===== config.mk =====
export PLATFORM = sky130hd
export DESIGN_NAME = priority_encoder_pipe
export DESIGN_NICKNAME = d
export VERILOG_FILES = /design/src/rtl/priority_encoder_pipe.sv
export SDC_FILE = /design/constraint.sdc
export NUM_CORES = 1
export LEC_CHECK = 0
export BUFFER_PORTS_ARGS = -buffer_cell sky130_fd_sc_hd__buf_2
export CAP_MARGIN = 20
export CORE_ASPECT_RATIO = 0.9
export CORE_MARGIN = 5
export CORE_UTILIZATION = 35
export DETAILED_ROUTE_END_ITERATION = 6
export REMOVE_ABC_BUFFERS = 1
export SLEW_MARGIN = 10
export SYNTH_ARGS = -nofsm -noshare
export SYNTH_HDL_FRONTEND = slang
export SYNTH_SLANG_ARGS = --single-unit

===== constraint.sdc =====
create_clock -name clk -period 6.35 [get_ports clk]
set_clock_uncertainty 0.05 [all_clocks]
set_input_delay 1.27 -clock clk [delete_from_list [all_inputs] [get_ports clk]]
set_output_delay 1.27 -clock clk [all_outputs]
set_load 0.03 [all_outputs]

===== src/rtl/priority_encoder_pipe.sv =====
`default_nettype none
// ============================================================================
//  Module   : priority_encoder_pipe
//  Purpose  : Registered priority encoder with valid/ready handshakes on both
//             sides. Each transaction selects either fixed MSB-first priority
//             or round-robin priority, which uses a rotating pointer. All-zero
//             inputs are reported through a flag and a saturating counter.
//  Ports    : clk, rst_n                 - clock, async active-low reset
//             in_valid/in_ready          - input handshake
//             data_in, mode_rr           - request vector, 1 = round-robin
//             out_valid/out_ready        - output handshake
//             out_idx, out_onehot,
//             out_found                  - registered encode result
//             empty_cnt                  - saturating count of empty inputs
//  Revision : 1.0  initial release
// ============================================================================
module priority_encoder_pipe #(
   parameter int  WIDTH = 8,
   parameter int  CNT_W = 16,
   localparam int IDX_W = $clog2(WIDTH)
) (
   input  logic             clk,
   input  logic             rst_n,
   input  logic             in_valid,
   output logic             in_ready,
   input  logic [WIDTH-1:0] data_in,
   input  logic             mode_rr,
   output logic             out_valid,
   input  logic             out_ready,
   output logic [IDX_W-1:0] out_idx,
   output logic [WIDTH-1:0] out_onehot,
   output logic             out_found,
   output logic [CNT_W-1:0] empty_cnt
);

   localparam logic [IDX_W-1:0] PTR_RESET = IDX_W'(WIDTH - 1);

   logic             out_valid_q,  out_valid_d;
   logic [IDX_W-1:0] out_idx_q,    out_idx_d;
   logic [WIDTH-1:0] out_onehot_q, out_onehot_d;
   logic             out_found_q,  out_found_d;
   logic [CNT_W-1:0] empty_cnt_q,  empty_cnt_d;
   logic [IDX_W-1:0] ptr_q,        ptr_d;

   logic             accept;
   logic [IDX_W-1:0] eff_ptr;
   logic [IDX_W:0]   rot_sh;
   logic [WIDTH-1:0] rot;
   logic             srch_found;
   logic [IDX_W-1:0] rot_idx;
   logic [IDX_W:0]   unrot_sum;
   logic [IDX_W-1:0] srch_idx;
   logic [WIDTH-1:0] srch_onehot;

   assign in_ready = !out_valid_q | out_ready;
   assign accept   = in_valid & in_ready;

   // Search: rotate so the highest-priority position lands on the MSB,
   // encode MSB-first, then map the rotated index back.
   // rot[k] = data_in[(eff_ptr + 1 + k) mod WIDTH], hence rot[WIDTH-1] is
   // data_in[eff_ptr]. Fixed mode uses eff_ptr = WIDTH-1, i.e. no rotation.
   always_comb begin
      eff_ptr    = mode_rr ? ptr_q : PTR_RESET;
      rot_sh     = {1'b0, eff_ptr} + (IDX_W+1)'(1);
      rot        = WIDTH'({data_in, data_in} >> rot_sh);

      srch_found = 1'b0;
      rot_idx    = '0;
      // Ascending scan, last hit wins: that is the highest set rotated bit.
      for (int k = 0; k < WIDTH; k++) begin
         if (rot[k]) begin
            srch_found = 1'b1;
            rot_idx    = IDX_W'(k);
         end
      end

      unrot_sum = {1'b0, eff_ptr} + {1'b0, rot_idx} + (IDX_W+1)'(1);
      if (unrot_sum >= (IDX_W+1)'(WIDTH)) begin
         unrot_sum = unrot_sum - (IDX_W+1)'(WIDTH);
      end

      srch_idx    = srch_found ? unrot_sum[IDX_W-1:0] : '0;
      srch_onehot = srch_found ? (WIDTH'(1) << srch_idx) : '0;
   end

   // Next-state: load on accept, otherwise drop valid once the result is taken.
   always_comb begin
      out_valid_d  = out_valid_q;
      out_idx_d    = out_idx_q;
      out_onehot_d = out_onehot_q;
      out_found_d  = out_found_q;
      empty_cnt_d  = empty_cnt_q;
      ptr_d        = ptr_q;

      if (accept) begin
         out_valid_d  = 1'b1;
         out_idx_d    = srch_idx;
         out_onehot_d = srch_onehot;
         out_found_d  = srch_found;
         if (!srch_found) begin
            if (empty_cnt_q != {CNT_W{1'b1}}) begin
               empty_cnt_d = empty_cnt_q + CNT_W'(1);
            end
         end else if (mode_rr) begin
            // Winner drops to lowest priority for the next round-robin search.
            ptr_d = (srch_idx == '0) ? PTR_RESET : (srch_idx - IDX_W'(1));
         end
      end else if (out_ready) begin
         out_valid_d = 1'b0;
      end
   end

   always_ff @(posedge clk or negedge rst_n) begin
      if (!rst_n) begin
         out_valid_q  <= 1'b0;
         out_idx_q    <= '0;
         out_onehot_q <= '0;
         out_found_q  <= 1'b0;
         empty_cnt_q  <= '0;
         ptr_q        <= PTR_RESET;
      end else begin
         out_valid_q  <= out_valid_d;
         out_idx_q    <= out_idx_d;
         out_onehot_q <= out_onehot_d;
         out_found_q  <= out_found_d;
         empty_cnt_q  <= empty_cnt_d;
         ptr_q        <= ptr_d;
      end
   end

   assign out_valid  = out_valid_q;
   assign out_idx    = out_idx_q;
   assign out_onehot = out_onehot_q;
   assign out_found  = out_found_q;
   assign empty_cnt  = empty_cnt_q;

endmodule
`default_nettype wire

==> run metrics <==
startpoint types input pin; Inserted Clock Buffers 5; worst hold stages 1; vias in the first global route 1,696; crit path launch mode_rr; status complete, no violations; EDFF count, synth 0; CP peak stage delay 0.44 ns; hpwl dp 3595 um; final wirelength 4941 um; Pleak 1.196 nW; Initial Util 0.3557; GPL Wtd Cong 0.8700; DRT antenna net count 0; register area share after synthesis 0.3741; GRT overflow 0; post-cts gate resize count 0; layout cells sized above 1 0.2731; hold-fix buffer count after cts 0; Finished Layout Cells 321; Starting DRT DRC Count 119; Final setup viols 0; Die ar. 0.007815 sq mm; DR vias/cell 5.349; CTS Root Buffer Type clkbuf_8; first-pass GRT wire length 8590 um; max-slew violations 0; reg-to-reg critical path startpoint ptr_q[0]; r2r setup slk 2.36 ns; shortest period the worst path allows 4.464 ns; Worst EP required 6.51 ns; register bit count reported by yosys 32; cell mode on critical path xnor2_1; # nets final 269; wire per inst 15.39 um; H-tree levels 2; WS Path Type input pin to flip-flop; Mapped Cells 211; peak supply drop 0.2197 mV; clk buf depth 2; Avg Inst Size Synth 10.19 sq um; via count 1,717; Synth Cell Area 0.002151 sq mm; R2R depth 14; FP Rows 27; TritonCTS clock tree yes; initial antenna violation count 0; ys async rst share 1.000; Setup Fix Bufs, Post-CTS 0; DRT Pass-1 Iters 4; Top FF cell, synth dfrtp_1; clk_lat worst skew 0.29 ns; Period Utilization, post-route 0.7030; Pwr Density 389.8 mW/mm^2; placed insts 313; largest net degree at the start of global routing 33; Core Area 0.006047 sq mm; MaxCap Viol Count 0; Layout area overhead 15.42%; worst relative slew slack 0.5228; f_max 0.2240 GHz; count of different cell masters after synthesis 49; die width 92.63 um; Sink Count 32; Ant. Diodes 0; critical path fanouts, max 20; CP arrival 4.63 ns; CTS clk-pin slew, worst paths 0.06 ns; Hold Violations, Final 0; critical-path cell list buf_2 -> nor3b_2 -> a22oi_1 -> o2111ai_1 -> nand2b_1 -> a21bo_2 -> nand2_1 -> a21boi_0 -> ha_1 -> fa_1 -> xnor2_1 -> inv_1 -> xnor2_1 -> nor3b_1 -> a22o_1; Hold Crit Start out_idx[2]; total track usage 0.1336; Die H 84.37 um; Hold Crit Class flip-flop to flip-flop; # IOs 43; total negative slack 0 ns; RSZ-0062 raised after global routing no; Slew @ Worst Pin 0.7158 ns; YS warnings 0; critical path endpoint category flip-flop; drt drc 0; Port Buffer Count 42; slowest CP cell nor3b_2
-- final cells by class --
type | count | area [sq um]
clock inverters | 3 | 42.54
flip-flops and latches | 32 | 804.5
inverters | 5 | 18.77
repair buffers | 42 | 210.2
multi-input cells | 162 | 1247
well taps | 72 | 90.09
clock buffers | 5 | 68.82
fillers | 598 | 3565
-- path summary, 6_finish.rpt --
kind | end
max | out_onehot[2]
min | out_idx[2]
max reg2reg | out_onehot[2]
min reg2reg | out_idx[2]
max in group asynchronous | out_idx[2]
min in group asynchronous | empty_cnt[8]
-- kinds of logic (layout without fill, tap and decap cells) --
| kind of cell | Yosys count | in the layout | share of synthesized area |
|---|---|---|---|
| muxes | 16 | 16 | 0.08202 |
| buffers and inverters | 17 | 55 | 0.04596 |
| adders and majority gates | 8 | 8 | 0.05003 |
| AOI/OAI and AO/OA | 42 | 42 | 0.1419 |
| and+or+nand+nor | 80 | 80 | 0.2408 |
| DFF | 32 | 32 | 0.3741 |
| xor gates and xnor gates | 16 | 16 | 0.06516 |
-- routing by layer --
layer / share of wire / GRT usage / vias to the layer above
met3: 0.049 / 0.03584 / 2
met2: 0.46 / 0.2049 / 42
met4: 0.0032 / 0.02397 / 0
met5: 0 / 0 / -
met1: 0.48 / 0.1915 / 822
li1: - / - / 851
-- Yosys cell counts (3+ instances only) --
cell       instances  share of area
o21ai_0           13          0.030
a22oi_1            7          0.024
nand4_1            8          0.023
nor3b_1           10          0.035
buf_2              4         0.0093
nor2b_1            8          0.023
xnor2_1           14          0.057
ha_1               7          0.041
and4_1             3          0.012
nand2b_1           3         0.0087
nand2_1           18          0.031
and3_1             6          0.017
o2111ai_1          6          0.024
inv_1              5         0.0087
nand3_1            5          0.012
mux2i_1           12          0.056
nor2_1             7          0.012
dfrtp_1           29           0.34
dfstp_2            3          0.037
a22o_1             6          0.024
mux2_4             3          0.021
-- where the power goes --
part           total, mW  leakage, nW  switching [mW]  internal (mW)
clock              0.195       0.0541          0.0794          0.116
combinational      0.461        0.726           0.276          0.184
sequential         0.312        0.416          0.0568          0.255
total              0.968         1.20           0.412          0.555
-- registers in the layout, indices dropped and copies added, names as in the netlist --
register / cells
out_onehot: 8
out_valid: 1
out_idx: 3
empty_cnt: 16
out_found: 1
ptr_q: 3
-- worst max-delay path: cells and delay by family --
kind | cells | cell delay (ns)
simple gates | 4 | 0.99
xor+xnor | 2 | 0.46
buf+inv | 2 | 0.40
fa+ha+maj | 2 | 0.62
compound gates | 5 | 0.89
-- placed cells by master, fill, tap and decap left out, types with 2 or more instances in the layout --
cell / synthesis / routed
nor3b_1: 10 / 10
o21ai_0: 13 / 13
a21oi_1: 2 / 2
nand3_1: 5 / 5
nor2_1: 7 / 7
and3_1: 6 / 6
mux2_4: 3 / 3
mux2i_1: 12 / 12
nand4_1: 8 / 8
nor2b_1: 8 / 8
and4_1: 3 / 3
ha_1: 7 / 7
inv_1: 5 / 5
and3b_1: 2 / 2
o2111ai_1: 6 / 6
clkbuf_8: 0 / 5
nand2b_1: 3 / 3
buf_2: 4 / 42
a22o_1: 6 / 6
xor2_1: 2 / 2
xnor2_1: 14 / 14
nand2_1: 18 / 18
dfstp_2: 3 / 3
a22oi_1: 7 / 7
dfrtp_1: 29 / 29
-- stage by stage --
stage               instance area [sq um]  total power, mW  utilization  setup slack (ns)  hold slack (ns)
floorplan                            2071           0.6522            -             2.362           0.5824
global placement                     2371           0.7753       0.3921             1.684           0.4135
detailed placement                   2371           0.7771       0.3921             1.635           0.4119
CTS                                  2482           0.9787       0.4105             1.917           0.4342
global route                         2482            1.052       0.4105             1.629           0.4615
finish                               2482           0.9677       0.4105             1.886           0.4340
No activity file was read; power rests on OpenSTA's default activity.
